File: config.mk
export PLATFORM = sky130hd
export DESIGN_NAME = tl45_operand_fetch
export DESIGN_NICKNAME = d
export VERILOG_FILES = /design/src/rtl/tl45_operand_fetch.sv
export SDC_FILE = /design/constraint.sdc
export NUM_CORES = 1
export LEC_CHECK = 0
export CAP_MARGIN = 10
export CORE_UTILIZATION = 40
export DETAILED_ROUTE_END_ITERATION = 12
export GPL_TIMING_DRIVEN = 0
export PLACE_DENSITY = 0.75
export SLEW_MARGIN = 40
export SYNTH_ARGS = -nofsm -noshare
export SYNTH_HDL_FRONTEND = slang
export SYNTH_SLANG_ARGS = --single-unit
export TNS_END_PERCENT = 50
File: constraint.sdc
create_clock -name i_clk -period 5.33 [get_ports i_clk]
set_input_delay 1.066 -clock i_clk [delete_from_list [all_inputs] [get_ports i_clk]]
set_output_delay 1.066 -clock i_clk [all_outputs]
set_load 0.01 [all_outputs]
File: src/rtl/tl45_operand_fetch.sv
// tl45_operand_fetch
//   Register-read / operand-fetch stage between decode and execute.
//   Reads two source operands from the DPRF. A busy register is resolved from
//   one of NFWD forwarding buses; bus 0 has the highest priority. If an operand
//   cannot be resolved, decode is stalled and a bubble is sent downstream.
//   An operand that resolves while the instruction cannot advance is latched
//   into a capture register, so a forward that is only present for one cycle
//   is not lost.
//
// Ports
//   i_clk, i_reset                 clock, synchronous active-high reset
//   i_pipe_stall / o_pipe_stall    downstream stall in, upstream stall out
//   i_pipe_flush / o_pipe_flush    flush in, flush passed upstream
//   i_valid, i_opcode, i_ri, i_dr, i_sr1, i_sr2, i_imm32, i_pc
//                                  decode buffer contents
//   o_dprf_read_a1/a2, i_dprf_d1/d2
//                                  DPRF read ports (same-cycle data)
//   o_dprf_setbusy                 destination to mark busy (0 = none)
//   i_dprf_busylist                bit k = register k+1 busy
//   i_fwd_valid/reg/data           forwarding buses, bus n at slice n
//   o_valid, o_opcode, o_dr, o_sr1_val, o_sr2_val, o_pc
//                                  output buffer to execute
//   o_stall_cycles                 saturating count of hazard cycles
//
// Handshake: an instruction in the decode buffer (i_valid) moves into the
// output buffer on the clock edge where it is ready (both operands resolved)
// and i_pipe_stall is low. o_pipe_stall tells decode to hold its buffer.
// While i_pipe_stall is high, the output buffer holds its value.
module tl45_operand_fetch #(
  parameter int XLEN  = 32,
  parameter int NREGS = 16,
  parameter int NFWD  = 2,
  localparam int RW   = $clog2(NREGS)
) (
  input  logic                 i_clk,
  input  logic                 i_reset,
  input  logic                 i_pipe_stall,
  output logic                 o_pipe_stall,
  input  logic                 i_pipe_flush,
  output logic                 o_pipe_flush,
  input  logic                 i_valid,
  input  logic [4:0]           i_opcode,
  input  logic                 i_ri,
  input  logic [RW-1:0]        i_dr,
  input  logic [RW-1:0]        i_sr1,
  input  logic [RW-1:0]        i_sr2,
  input  logic [XLEN-1:0]      i_imm32,
  input  logic [31:0]          i_pc,
  output logic [RW-1:0]        o_dprf_read_a1,
  output logic [RW-1:0]        o_dprf_read_a2,
  input  logic [XLEN-1:0]      i_dprf_d1,
  input  logic [XLEN-1:0]      i_dprf_d2,
  output logic [RW-1:0]        o_dprf_setbusy,
  input  logic [NREGS-2:0]     i_dprf_busylist,
  input  logic [NFWD-1:0]      i_fwd_valid,
  input  logic [NFWD*RW-1:0]   i_fwd_reg,
  input  logic [NFWD*XLEN-1:0] i_fwd_data,
  output logic                 o_valid,
  output logic [4:0]           o_opcode,
  output logic [RW-1:0]        o_dr,
  output logic [XLEN-1:0]      o_sr1_val,
  output logic [XLEN-1:0]      o_sr2_val,
  output logic [31:0]          o_pc,
  output logic [15:0]          o_stall_cycles
);

  // r0 is never busy. Prepending a zero lets the busy list be indexed directly
  // by register number.
  logic [NREGS-1:0] busy_full;

  logic            fwd1_hit, fwd2_hit;
  logic [XLEN-1:0] fwd1_val, fwd2_val;

  logic            cap1_flag, cap2_flag;
  logic [XLEN-1:0] cap1_val, cap2_val;

  logic            sr1_ok, sr2_ok;
  logic [XLEN-1:0] sr1_val, sr2_val;

  logic ready, hazard, advance;

  assign busy_full      = {i_dprf_busylist, 1'b0};
  assign o_dprf_read_a1 = i_sr1;
  assign o_dprf_read_a2 = i_sr2;
  assign o_pipe_flush   = i_pipe_flush;

  // Forward lookup. The scan runs from the highest bus down, so the lowest
  // matching bus is written last and wins.
  always_comb begin
    fwd1_hit = 1'b0;
    fwd1_val = '0;
    fwd2_hit = 1'b0;
    fwd2_val = '0;
    for (int n = NFWD - 1; n >= 0; n--) begin
      if (i_fwd_valid[n] && (i_fwd_reg[n*RW +: RW] == i_sr1)) begin
        fwd1_hit = 1'b1;
        fwd1_val = i_fwd_data[n*XLEN +: XLEN];
      end
      if (i_fwd_valid[n] && (i_fwd_reg[n*RW +: RW] == i_sr2)) begin
        fwd2_hit = 1'b1;
        fwd2_val = i_fwd_data[n*XLEN +: XLEN];
      end
    end
  end

  // Operand resolution in priority order. A captured value overrides
  // everything else, because the forward it came from may already be gone.
  always_comb begin
    sr1_ok  = 1'b0;
    sr1_val = '0;
    if (cap1_flag) begin
      sr1_ok  = 1'b1;
      sr1_val = cap1_val;
    end else if (i_sr1 == '0) begin
      sr1_ok  = 1'b1;
    end else if (!busy_full[i_sr1]) begin
      sr1_ok  = 1'b1;
      sr1_val = i_dprf_d1;
    end else if (fwd1_hit) begin
      sr1_ok  = 1'b1;
      sr1_val = fwd1_val;
    end
  end

  always_comb begin
    sr2_ok  = 1'b0;
    sr2_val = '0;
    if (i_ri) begin
      sr2_ok  = 1'b1;
      sr2_val = i_imm32;
    end else if (cap2_flag) begin
      sr2_ok  = 1'b1;
      sr2_val = cap2_val;
    end else if (i_sr2 == '0) begin
      sr2_ok  = 1'b1;
    end else if (!busy_full[i_sr2]) begin
      sr2_ok  = 1'b1;
      sr2_val = i_dprf_d2;
    end else if (fwd2_hit) begin
      sr2_ok  = 1'b1;
      sr2_val = fwd2_val;
    end
  end

  assign ready        = i_valid & sr1_ok & sr2_ok;
  assign hazard       = i_valid & ~ready;
  assign advance      = ready & ~i_pipe_stall;
  assign o_pipe_stall = i_pipe_stall | hazard;

  // Opcodes 0x00 and 0x0C write no register, and r0 is never busy.
  always_comb begin
    o_dprf_setbusy = '0;
    if (advance && (i_opcode != 5'h00) && (i_opcode != 5'h0C) && (i_dr != '0))
      o_dprf_setbusy = i_dr;
  end

  // Capture registers. These are loaded only while the instruction is waiting,
  // and cleared when it leaves or is dropped.
  always_ff @(posedge i_clk) begin
    if (i_reset || i_pipe_flush || advance) begin
      cap1_flag <= 1'b0;
      cap2_flag <= 1'b0;
      cap1_val  <= '0;
      cap2_val  <= '0;
    end else if (i_valid) begin
      if (sr1_ok) begin
        cap1_flag <= 1'b1;
        cap1_val  <= sr1_val;
      end
      if (sr2_ok) begin
        cap2_flag <= 1'b1;
        cap2_val  <= sr2_val;
      end
    end
  end

  // Output buffer. Flush takes priority over a downstream stall.
  always_ff @(posedge i_clk) begin
    if (i_reset || i_pipe_flush) begin
      o_valid   <= 1'b0;
      o_opcode  <= '0;
      o_dr      <= '0;
      o_sr1_val <= '0;
      o_sr2_val <= '0;
      o_pc      <= '0;
    end else if (i_pipe_stall) begin
      o_valid   <= o_valid;
    end else if (advance) begin
      o_valid   <= 1'b1;
      o_opcode  <= i_opcode;
      o_dr      <= i_dr;
      o_sr1_val <= sr1_val;
      o_sr2_val <= sr2_val;
      o_pc      <= i_pc;
    end else begin
      o_valid   <= 1'b0;
      o_opcode  <= '0;
      o_dr      <= '0;
      o_sr1_val <= '0;
      o_sr2_val <= '0;
      o_pc      <= '0;
    end
  end

  // The hazard-cycle counter is cleared only by reset, so it survives flushes.
  always_ff @(posedge i_clk) begin
    if (i_reset)
      o_stall_cycles <= '0;
    else if (hazard && (o_stall_cycles != 16'hFFFF))
      o_stall_cycles <= o_stall_cycles + 16'd1;
  end

endmodule

### Word level (Yosys, flattened, before mapping)

Index checks and enable logic that the tools add are counted.
W data, S select, Z words.

* mux-type cells: 37
* order comparisons: 2
* add/subtract/negate cells: 1
* reductions and logical operators: 16
* bitwise operators: 7
* equal/unequal tests: 6

Operator list (number)
* $mux W32: 16
* $add A16 B1 Y16 const B: 1
* $eq A4 B4 Y1: 4
* $mux W1: 16
* $ne A16 B16 Y1 const B: 1
* $lt A4 B5 Y1 const B: 2
* $bmux W1 S4: 2
* $logic_and A1 B1 Y1: 8
* $logic_not A4 Y1: 2
* $mux W4: 2
* $mux W5: 1
* $ne A5 B4 Y1 const B: 1
* $reduce_bool A5 Y1: 1
* $and A1 B1 Y1: 4
* $reduce_and A2 Y1: 2
* $reduce_bool A4 Y1: 1
* $logic_or A1 B1 Y1: 2
* $not A1 Y1: 2
* $or A1 B1 Y1: 1

* bits of input ports: 240
* word-level logic and storage cells: 80
* output and inout bits: 136
* bits in registers: 188

### Logic depth before layout (Yosys ltp)

* depth after elaboration: 15
* gate-level depth with buffers: 11
* gate-level depth less buffers: 8

### Worst setup path after synthesis

Ideal clock, no wire load.

* kind: in2out
* start: in i_sr2[3]
* end: out o_dprf_setbusy[0]
* stages: 9
* setup slack: 1.303 ns
* arrival: 2.961 ns
* path through: buf_2 mux2_1 a221oi_1 nor4_4 o21ba_1 buf_2 a21oi_2 and3_1 and2_1

* cells in the longest elaborated chain, start to end: 15

RTL lines
* start, declared: line 46 `input logic [RW-1:0] i_sr2,`
* $eq A4 B4 Y1: line 99 `if (i_fwd_valid[n] && (i_fwd_reg[n*RW +: RW] == i_sr2)) begin`
* $logic_and A1 B1 Y1: line 99
* $mux W1 (2 in a row): line 99
* $mux W1: line 139 `end else if (fwd2_hit) begin`
* $mux W1: line 136 `end else if (!busy_full[i_sr2]) begin`
* $mux W1 (*): line 134 `end else if (i_sr2 == '0) begin`
* $mux W1 (*): line 131 `end else if (cap2_flag) begin`
* $mux W1 (*): line 128 `if (i_ri) begin`
* $and A1 B1 Y1 (*): line 145 `assign ready = i_valid & sr1_ok & sr2_ok;`
* $and A1 B1 Y1 (*): line 147 `assign advance = ready & ~i_pipe_stall;`
* $logic_and A1 B1 Y1 (*) (3 in a row): line 153 `if (advance && (i_opcode != 5'h00) && (i_opcode != 5'h0C) && (i_dr != '0))`
* $mux W4 (*): line 153
* end, declared: line 53 `output logic [RW-1:0] o_dprf_setbusy,`

Every way passes the cells marked *; elsewhere a longest branch is shown, timed or not. The select of a mux whose other input is x is not followed.

### Final worst setup path

* start: in i_dprf_busylist[9]
* end: out o_dprf_setbusy[1]

* cells in the longest elaborated chain, start to end: 12

RTL lines
* start, declared: line 54 `input logic [NREGS-2:0] i_dprf_busylist,`
* $bmux W1 S4, on equally long branches: line 116, 136
* $mux W1, on equally long branches (2 in a row): line 116, 136
* $mux W1, on equally long branches: line 114, 134
* $mux W1, on equally long branches: line 111, 131
* $and A1 B1 Y1 or $mux W1 (tied branches): line 145, 128
* $and A1 B1 Y1 (*): line 145
* $and A1 B1 Y1 (*): line 147
* $logic_and A1 B1 Y1 (*) (3 in a row): line 153
* $mux W4 (*): line 153

Marks and branches as above.

==> flow_summary.ini <==
[critical_path]
startpoint_types = input pin
timing.critical_path.arrival_ns = 4.10
cp-startpoint = i_dprf_busylist[9]
worst_r2r_startpoint = cap1_flag$_SDFFE_PP0P_
end_kind = primary output
regToRegSetupSlack_ns = 2.41
reg2reg_to = cap1_val[16]$_SDFFE_PP0P_
critPathMostFrequentCell = sky130_fd_sc_hd__clkdlybuf4s50_1
critPathSlowestCell = sky130_fd_sc_hd__clkdlybuf4s50_1
timing.critical_path.fanout_max = 10
critical_path_class = input pin to primary output
cp.required_ns = 4.26
r2r.worst_path.cells = 9
cp_slowest_stage_delay_ns = 0.55
critical_path.cell_chain = clkdlybuf4s50_1 > mux2_1 > a221oi_1 > nor4_4 > o21ba_1 > buf_2 > a21oi_2 > and3_1 > and2_1 > clkdlybuf4s50_1

[synthesis]
synth_fp_nets = 1330
synthesis.yosys.warnings = 0
synthesized_instance_count = 1089
syn-mean-instance-area_um2 = 8.739
postSynth.asyncResetShare_pct = 0
postSynthRegisterBits = 188
synth-seq-area-share_pct = 39.55
synth_top_cell_area_share_pct = 39.55
synth_edf_count = 0
ys_dominant_reg_cell = sky130_fd_sc_hd__dfxtp_1
ys_types = 55
synth_top_cells_by_area = sky130_fd_sc_hd__dfxtp_1 (40%), sky130_fd_sc_hd__a221oi_1 (8.7%), sky130_fd_sc_hd__a22o_1 (6.7%)
synth_area_mm2 = 0.009517
netlist.top_cell.by_area = sky130_fd_sc_hd__dfxtp_1

[grt]
via_count_of_the_first_global_routing_pass = 9817
grt_start_max_net_pins = 19
total_global_route_track_usage_pct = 29.29
antenna_found_initial = 1
grt-ovfl-total = 0
global_route_wire_length_before_repair_um = 54910

[clock_tree]
cts-root-to-sink-buffers = 2
clock_tree.root_cell = sky130_fd_sc_hd__clkbuf_16
clk_pin_slew_worst_paths_ns = 0.07
clkLatencyLatePin_ns = 0.44
cts_sinks = 188
clock_tree.htree_level_count = 4
cts_tree = yes
cts_buffers = 17

[worst_hold_path]
worst_hold_path_type = flip-flop to flip-flop
min_delay_path_depth = 2
holdCritStartpoint = cap2_val[18]$_SDFFE_PP0P_
min_to = cap2_val[18]$_SDFFE_PP0P_

[final_layout]
insertedDiodeCount = 0
final_cell_count_no_fill = 1809
post-route-util_pct = 60.76
mostFrequentLayoutCell = sky130_fd_sc_hd__clkdlybuf4s50_1
layout-area-overhead-vs-synth_pct = 49.42
finish.net_count = 1718
drive_above_1_share_pct = 8.121
postLayoutCellArea_mm2 = 0.01422
fillers = 2105
layout_common_cells = sky130_fd_sc_hd__clkdlybuf4s50_1 (368), sky130_fd_sc_hd__dfxtp_1 (188), sky130_fd_sc_hd__nand2_1 (116)

[power_and_ir_drop]
max-vdd-ir-drop_mv = 0.1985
total_power_density_per_cell_area_mw_per_mm2 = 245.7
power.leakage_nw = 5.060
post-layout-total-power_mw = 3.493

[routing]
drt-total-wl_um = 36480
antenna_violating_nets_left = 0
first_iter_violations = 648
routed_via_density = 5.645
num_vias = 10212
detail_route.drc_violations = 0
dr.pass1.iters = 5
wl_per_cell_um = 20.17

[timing]
final-setup-viol-count = 0
post-route-period-util_pct = 96.87
fin_crit_ns = 5.163
hold-worst-slack_ns = 0.4498
unrepaired_setup_endpoints_after_global_routing = false
hold_viol_final = 0
fmax_mhz = 193.7
max_slew_margin_pct = 42.62
max_slew.worst_pin.slew_ns = 0.8606
fin_skew_ns = 0.01173
slew_viol_final = 0
fin_ws_ns = 0.1669
fin_setup_tns_ns = 0

[placed_design]
placed_area_mm2 = 0.01360
detailed_place_hpwl_um = 27570
numPortBuffers = 368
dp_cells = 1776
placement.setup.worst_slack_ns = 0.04267
place.gp.congestion = 0.8995

[die]
core-area_mm2 = 0.02340
floorplan.rows = 56
chipHeight_um = 156.2
die_area_mm2 = 0.02441
dieWidth_um = 156.2
num_io_pins = 376
initial_core_util_pct = 40.67

[run_status]
status = complete, no violations

[job]
max_cap_viol_count = 0
## worst max-delay path, delay by kind of cell
kind | cells | cell delay (ns)
buffers and inverters | 3 | 1.19
AO/OA/AOI/OAI | 3 | 0.88
AND/OR/NAND/NOR | 3 | 0.65
multiplexers | 1 | 0.31
## cells in the mapped netlist, types with 31 or more instances
cell type and instances:
sky130_fd_sc_hd__o21ai_0 35, sky130_fd_sc_hd__o41ai_1 31, sky130_fd_sc_hd__nand2_1 116, sky130_fd_sc_hd__nand2b_1 33, sky130_fd_sc_hd__or2_2 32, sky130_fd_sc_hd__mux2i_1 38
sky130_fd_sc_hd__a221oi_1 95, sky130_fd_sc_hd__a21oi_1 42, sky130_fd_sc_hd__and2_1 37, sky130_fd_sc_hd__dfxtp_1 188, sky130_fd_sc_hd__clkbuf_1 74, sky130_fd_sc_hd__a22o_1 73
sky130_fd_sc_hd__nor2_1 83, sky130_fd_sc_hd__inv_1 36
## metal layers
layer	wire length, µm	track usage, %	up-vias
li1	-	-	4792
met1	15640	38.48	4849
met2	16940	46.79	485
met3	2567	5.206	84
met4	1317	13.21	2
met5	13	0	-
## power breakdown
part | total [mW] | switching [mW] | internal (mW)
Clock | 1.32 | 0.625 | 0.693
Sequential | 1.46 | 0.0206 | 1.44
Combinational | 0.713 | 0.367 | 0.346
## sequential cells by signal, summed over array words and instances (netlist names)
register,flops
cap1_flag,1
o_valid,1
o_dr,4
cap2_flag,1
cap1_val,32
o_sr2_val,32
cap2_val,32
o_pc,32
o_sr1_val,32
o_stall_cycles,16
o_opcode,5
## logic make-up (layout without fill, tap and decap cells)
| family | Yosys count | in the layout | share of synthesized area (%) |
|---|---|---|---|
| compound gates | 325 | 325 | 26.65 |
| mux | 54 | 54 | 6.482 |
| buf+inv | 142 | 543 | 6.640 |
| simple gates | 362 | 362 | 18.98 |
| fa+ha+maj | 1 | 1 | 0.1315 |
| flops | 188 | 188 | 39.55 |
| xor+xnor | 17 | 17 | 1.565 |
## cell type report
type / instances / area (µm²) / share of cell area (%)
Sequential cell: 188 / 3764 / 26.47
Clock inverter: 13 / 148.9 / 1.047
Timing Repair Buffer: 370 / 3699 / 26.01
Buffer: 105 / 493.0 / 3.467
Clock buffer: 19 / 452.9 / 3.185
Multi-Input combinational cell: 759 / 5129 / 36.07
Tap cell: 319 / 399.1 / 2.807
Inverter: 36 / 135.1 / 0.9503
## worst max-delay path by stage
stage / to / slack, ns / cells past startpoint
after floorplan: o_dprf_setbusy[0] / 1.30 / 9
after global placement: o_dprf_setbusy[1] / 0.06 / 10
after detailed placement: o_dprf_setbusy[1] / 0.04 / 10
after CTS: o_dprf_setbusy[1] / 0.02 / 10
after global routing: o_dprf_setbusy[1] / 0.02 / 10
final: o_dprf_setbusy[1] / 0.17 / 10
## timing repair
| action | in CTS | in global routing |
|---|---|---|
| endpoints found under the setup margin | 0 | 4 |
| hold buffers | 0 | 0 |
| resized for setup | 0 | 1 |
| buffers inserted | 0 | 2 |
Note: power is estimated with default switching activity, not from simulation.
